File: src/rtl/vga_timing_out12.sv
// VGA timing generator on the 7x pixel clock: divide-by-7 pixel strobe, beam
// counters, blank-gated colour and registered sync/blank/colour to the DAC.
module vga_timing_out12 #(
  parameter int unsigned H_ACTIVE  = 640,
  parameter int unsigned H_FP      = 16,
  parameter int unsigned H_SYNC    = 96,
  parameter int unsigned H_BP      = 48,
  parameter int unsigned V_ACTIVE  = 480,
  parameter int unsigned V_FP      = 10,
  parameter int unsigned V_SYNC    = 2,
  parameter int unsigned V_BP      = 33,
  parameter bit          HSYNC_POL = 1'b0,
  parameter bit          VSYNC_POL = 1'b0
) (
  input  logic        rst,
  input  logic        clk7x,
  input  logic [3:0]  ri,
  input  logic [3:0]  gi,
  input  logic [3:0]  bi,
  output logic [3:0]  ro,
  output logic [3:0]  go,
  output logic [3:0]  bo,
  output logic        hsync,
  output logic        vsync,
  output logic        blank,
  output logic        pix_ce,
  output logic [11:0] hctr,
  output logic [11:0] vctr,
  output logic        frame_start
);

  localparam int unsigned CW     = 12;
  localparam int unsigned HTOT   = H_ACTIVE + H_FP + H_SYNC + H_BP;
  localparam int unsigned VTOT   = V_ACTIVE + V_FP + V_SYNC + V_BP;
  localparam int unsigned HS_BEG = H_ACTIVE + H_FP;
  localparam int unsigned HS_END = HS_BEG + H_SYNC;
  localparam int unsigned VS_BEG = V_ACTIVE + V_FP;
  localparam int unsigned VS_END = VS_BEG + V_SYNC;
  localparam logic [CW-1:0] H_LAST = CW'(HTOT - 1);
  localparam logic [CW-1:0] V_LAST = CW'(VTOT - 1);
  localparam logic [2:0]    PH_LAST = 3'd6;

  if (HTOT > 4096 || VTOT > 4096) begin : g_bad_totals
    $error("vga_timing_out12: HTOT/VTOT exceed 12-bit counter range");
  end

  logic [2:0]    r_phase;
  logic [CW-1:0] r_hctr;
  logic [CW-1:0] r_vctr;
  logic [3:0]    r_ro;
  logic [3:0]    r_go;
  logic [3:0]    r_bo;
  logic          r_hsync;
  logic          r_vsync;
  logic          r_blank;
  logic          r_frame_start;

  logic [2:0]    w_phase_nxt;
  logic [CW-1:0] w_hctr_nxt;
  logic [CW-1:0] w_vctr_nxt;
  logic          w_pix_ce;
  logic          w_active;
  logic          w_hs_on;
  logic          w_vs_on;
  logic [31:0]   w_hx;
  logic [31:0]   w_vx;

  assign w_pix_ce = (r_phase == PH_LAST);
  assign w_hx     = 32'(r_hctr);
  assign w_vx     = 32'(r_vctr);

  // Next beam position; phase, column and line may all wrap on one edge.
  always_comb begin
    w_phase_nxt = r_phase + 3'd1;
    w_hctr_nxt  = r_hctr;
    w_vctr_nxt  = r_vctr;
    if (w_pix_ce) begin
      w_phase_nxt = 3'd0;
      if (r_hctr == H_LAST) begin
        w_hctr_nxt = '0;
        w_vctr_nxt = (r_vctr == V_LAST) ? '0 : r_vctr + CW'(1);
      end else begin
        w_hctr_nxt = r_hctr + CW'(1);
      end
    end
  end

  always_comb begin
    w_active = 1'b0;
    w_hs_on  = 1'b0;
    w_vs_on  = 1'b0;
    w_active = (w_hx < H_ACTIVE) && (w_vx < V_ACTIVE);
    w_hs_on  = (w_hx >= HS_BEG) && (w_hx < HS_END);
    w_vs_on  = (w_vx >= VS_BEG) && (w_vx < VS_END);
  end

  always_ff @(posedge clk7x) begin
    if (rst) begin
      r_phase <= '0;
      r_hctr  <= '0;
      r_vctr  <= '0;
    end else begin
      r_phase <= w_phase_nxt;
      r_hctr  <= w_hctr_nxt;
      r_vctr  <= w_vctr_nxt;
    end
  end

  // Colour is sampled every clk7x so sub-pixel dither reaches the DAC intact.
  always_ff @(posedge clk7x) begin
    if (rst) begin
      r_ro          <= '0;
      r_go          <= '0;
      r_bo          <= '0;
      r_blank       <= 1'b1;
      r_hsync       <= ~HSYNC_POL;
      r_vsync       <= ~VSYNC_POL;
      r_frame_start <= 1'b0;
    end else begin
      r_ro          <= w_active ? ri : 4'h0;
      r_go          <= w_active ? gi : 4'h0;
      r_bo          <= w_active ? bi : 4'h0;
      r_blank       <= ~w_active;
      r_hsync       <= w_hs_on ? HSYNC_POL : ~HSYNC_POL;
      r_vsync       <= w_vs_on ? VSYNC_POL : ~VSYNC_POL;
      r_frame_start <= (r_phase == 3'd0) && (r_hctr == '0) && (r_vctr == '0);
    end
  end

  assign ro          = r_ro;
  assign go          = r_go;
  assign bo          = r_bo;
  assign hsync       = r_hsync;
  assign vsync       = r_vsync;
  assign blank       = r_blank;
  assign pix_ce      = w_pix_ce;
  assign hctr        = r_hctr;
  assign vctr        = r_vctr;
  assign frame_start = r_frame_start;

endmodule

File: config.mk
export PLATFORM = sky130hd
export DESIGN_NAME = vga_timing_out12
export DESIGN_NICKNAME = d
export VERILOG_FILES = /design/src/rtl/vga_timing_out12.sv
export SDC_FILE = /design/constraint.sdc
export NUM_CORES = 1
export LEC_CHECK = 0
export BUFFER_PORTS_ARGS = -buffer_cell sky130_fd_sc_hd__buf_2
export CAP_MARGIN = 10
export CORE_MARGIN = 3
export CORE_UTILIZATION = 55
export DETAILED_ROUTE_END_ITERATION = 7
export GPL_ROUTABILITY_DRIVEN = 1
export PLACE_DENSITY_LB_ADDON = 0.3
export SYNTH_ARGS = -nofsm -noshare
export SYNTH_HDL_FRONTEND = slang
export SYNTH_SLANG_ARGS = --single-unit
File: constraint.sdc
create_clock -name clk7x -period 4.2 [get_ports clk7x]
set_input_delay 0.42 -clock clk7x [delete_from_list [all_inputs] [get_ports clk7x]]
set_output_delay 0.42 -clock clk7x [all_outputs]
set_load 0.05 [all_outputs]
==> results.yml <==
status:
  status: "finished, final reports clean"
hold_path:
  hp-class: "in2reg"
timing:
  tns_ps: 0
  max_slew_margin_pct: 63.3
  final_hold_viol_count: 0
  min_period_ps: 1970
  setup_viol: 0
  fmax_mhz: 509
  setup_ws_ps: 2230
  tightest_slew_ps: 548
  rsz0062_at_grt: "false"
  final.period_utilization_pct: 46.8
  fin_skew_ps: 10.2
  slew_violations: 0
floorplan:
  die_h_um: 65.6
  row_count: 21
  start_util_pct: 57.6
  dieArea_sq_um: 4300
  design.core.area_sq_um: 3390
  io-pin-count: 55
  die_w_um: 65.6
placed_design:
  post-dp-hpwl_um: 3040
  place.gp.congestion: 0.821
  dpl_worst_slack_ps: 2330
  io_buffer_count: 54
power:
  power.leakage_uw: 0.00102
  peakVddDrop_v: 0.000222
  power_density_nw_per_um2: 305
detailed_routing:
  wire_per_inst_um: 13.1
  via_per_inst: 5.51
  drc: 0
  via_count: 1708
  wl_um: 4070
  ant_nets: 0
  dr.pass1.iters: 4
  drt_iter0_markers: 110
yosys:
  synth.area.mux_share_pct: 0.512
  avgSynthCellArea_sq_um: 9.17
  ys_warn_count: 0
  synth-xor-area-share_pct: 4.04
  synthSimpleGateAreaFrac_pct: 32.5
  postSynthCellCount: 213
  synth_fp_nets: 234
  yosysMostFrequentCell: "dfxtp_1"
  netlist_area_sq_um: 1950
  synth_fa_ha_area_share_pct: 4.48
  ys_seq_area_share_pct: 44.1
  synth_edf_count: 0
  synth_ff_type: "dfxtp_1"
  synthArstFlopShare_pct: 0
  synth_top_area_share_pct: 44.1
  synth_compound_area_share_pct: 9.35
  synth_top_area_cell: "dfxtp_1"
  synth_top_family_by_area: "simple AND/OR/NAND/NOR gates"
  ys_seq_elements: 43
  synthTopCellsByCount: "dfxtp_1 (43), nor2_1 (16), and2_1 (14)"
  synth_top_cells_by_area: "dfxtp_1 (44%), and2_1 (4.5%), ha_1 (4.5%)"
  ys_types: 42
global_routing:
  grt_pass1_wl_um: 7070
  antenna_found_initial: 0
  grt_overflow: 0
  grt_usage_pct: 20.7
  grt_max_degree: 16
  grt_pass1_vias: 1538
setup_path:
  crit_fanout: 6
  critPathBufInv: 2
  max_stage_delay_ps: 350
  critPathTopFamily: "buffers and inverters"
  path_class: "reg2out"
  required_ps: 3780
  slowest_stage: "dfxtp_1"
  cp_data_arrival_time_ps: 1550
  worstSetupEndpointType: "output port"
  start_kind: "flop"
  worstPathCellList: "inv_1 -> ha_1 -> and2_1 -> buf_2"
clock_tree:
  cts_setup_buffers: 0
  clock_latency_ps: 360
  clk_path_buf_depth: 2
  h-tree-depth: 2
  clock_tree.root_cell: "clkbuf_4"
  numCtsBuffers: 5
  cts_resized: 0
  cts-hold-fix-buffers: 0
  clkSlewWorstSetupHoldPaths_ps: 140
  clock_sinks: 43
  tritoncts: "built"
finish:
  drive_gt1_share_pct: 26.5
  area_delta_synth_final_pct: 16.8
  final_nets: 284
  antenna_cells: 0
run:
  drv_cap: 0
-- sequential cells by signal, summed over array words and instances (netlist names) --
signal       count
bo               4
blank            1
hctr            12
hsync            1
vsync            1
frame_start      1
r_phase          3
go               4
vctr            12
ro               4
-- cell families (layout without fill, tap and decap cells) --
| logic type | count (synthesis) | count (layout) |
|---|---|---|
| AND/OR/NAND/NOR | 101 | 101 |
| buffers and inverters | 21 | 72 |
| multiplexers | 1 | 1 |
| XOR/XNOR | 9 | 9 |
| flip-flops | 43 | 43 |
| adder cells (fa/ha/maj) | 7 | 7 |
| AO/OA/AOI/OAI | 31 | 31 |
-- per-stage QoR --
stage / area [sq um] / power (uW) / utilization (%) / instances / hold slack (ps)
floorplan: 1950 / 479 / - / 213 / 432
global placement: 2220 / 495 / 65.5 / 302 / 443
detailed placement: 2220 / 497 / 65.5 / 302 / 456
CTS: 2280 / 703 / 67.3 / 310 / 235
global route: 2280 / 726 / 67.3 / 310 / 230
finish: 2280 / 696 / 67.3 / 310 / 243
-- area by class of cell --
| type | count | area [sq um] |
|---|---|---|
| Tap cell | 46 | 57.6 |
| Sequential cell | 43 | 861 |
| Timing Repair Buffer | 54 | 270 |
| Clock buffer | 5 | 37.5 |
| Multi-Input combinational cell | 149 | 993 |
| Clock inverter | 3 | 25.0 |
| Inverter | 10 | 37.5 |
| Fill cell | 300 | 1110 |
-- where the power goes --
part	internal, uW	switching (uW)
clock	67.2	142
sequential	418	3.89
combinational	19.2	45.7
total	504	192
-- path summary, 6_finish.rpt --
path | slack (ps) | end | startpoint | depth (start not counted)
setup / recovery | 2230 | pix_ce | r_phase[0] | 4
hold / removal | 240 | ro[1] | ri[1] | 2
setup reg to reg | 2320 | vctr[5] | r_phase[0] | 6
hold reg to reg | 470 | r_phase[0] | r_phase[0] | 1
-- routing by layer --
layer | vias to the layer above | GRT usage (%) | wire length, um
met2 | 51 | 35.4 | 2060
met3 | 5 | 4.44 | 254
met4 | 0 | 8.29 | 46
met1 | 794 | 25.0 | 1710
li1 | 858 | - | -
met5 | - | 0 | 0
-- worst reg2reg max path: cells and delay by family (launching register included) --
kind,cells,cell delay (ps)
adders and majority gates,1,200
buffers and inverters,1,80
AOI/OAI and AO/OA,2,580
DFF,1,350
and+or+nand+nor,2,560
-- layout by cell type, fill, tap and decap left out, types with 3 or more instances in the layout --
master    netlist  final
xor2_1          6      6
and2_1         14     14
nand2_1        11     11
o31ai_1         4      4
o21ai_0        11     11
or3_1           7      7
inv_1          10     10
nand3_1        11     11
a21oi_1        10     10
and4_1          6      6
clkbuf_4        0      5
or4_1           3      3
nand4_1         9      9
nor4_1          3      3
and3_1          4      4
ha_1            7      7
nor2b_1         3      3
nor2_1         16     16
xnor2_1         3      3
buf_2           5     54
dfxtp_1        43     43
(Power assumes the default switching activity.)
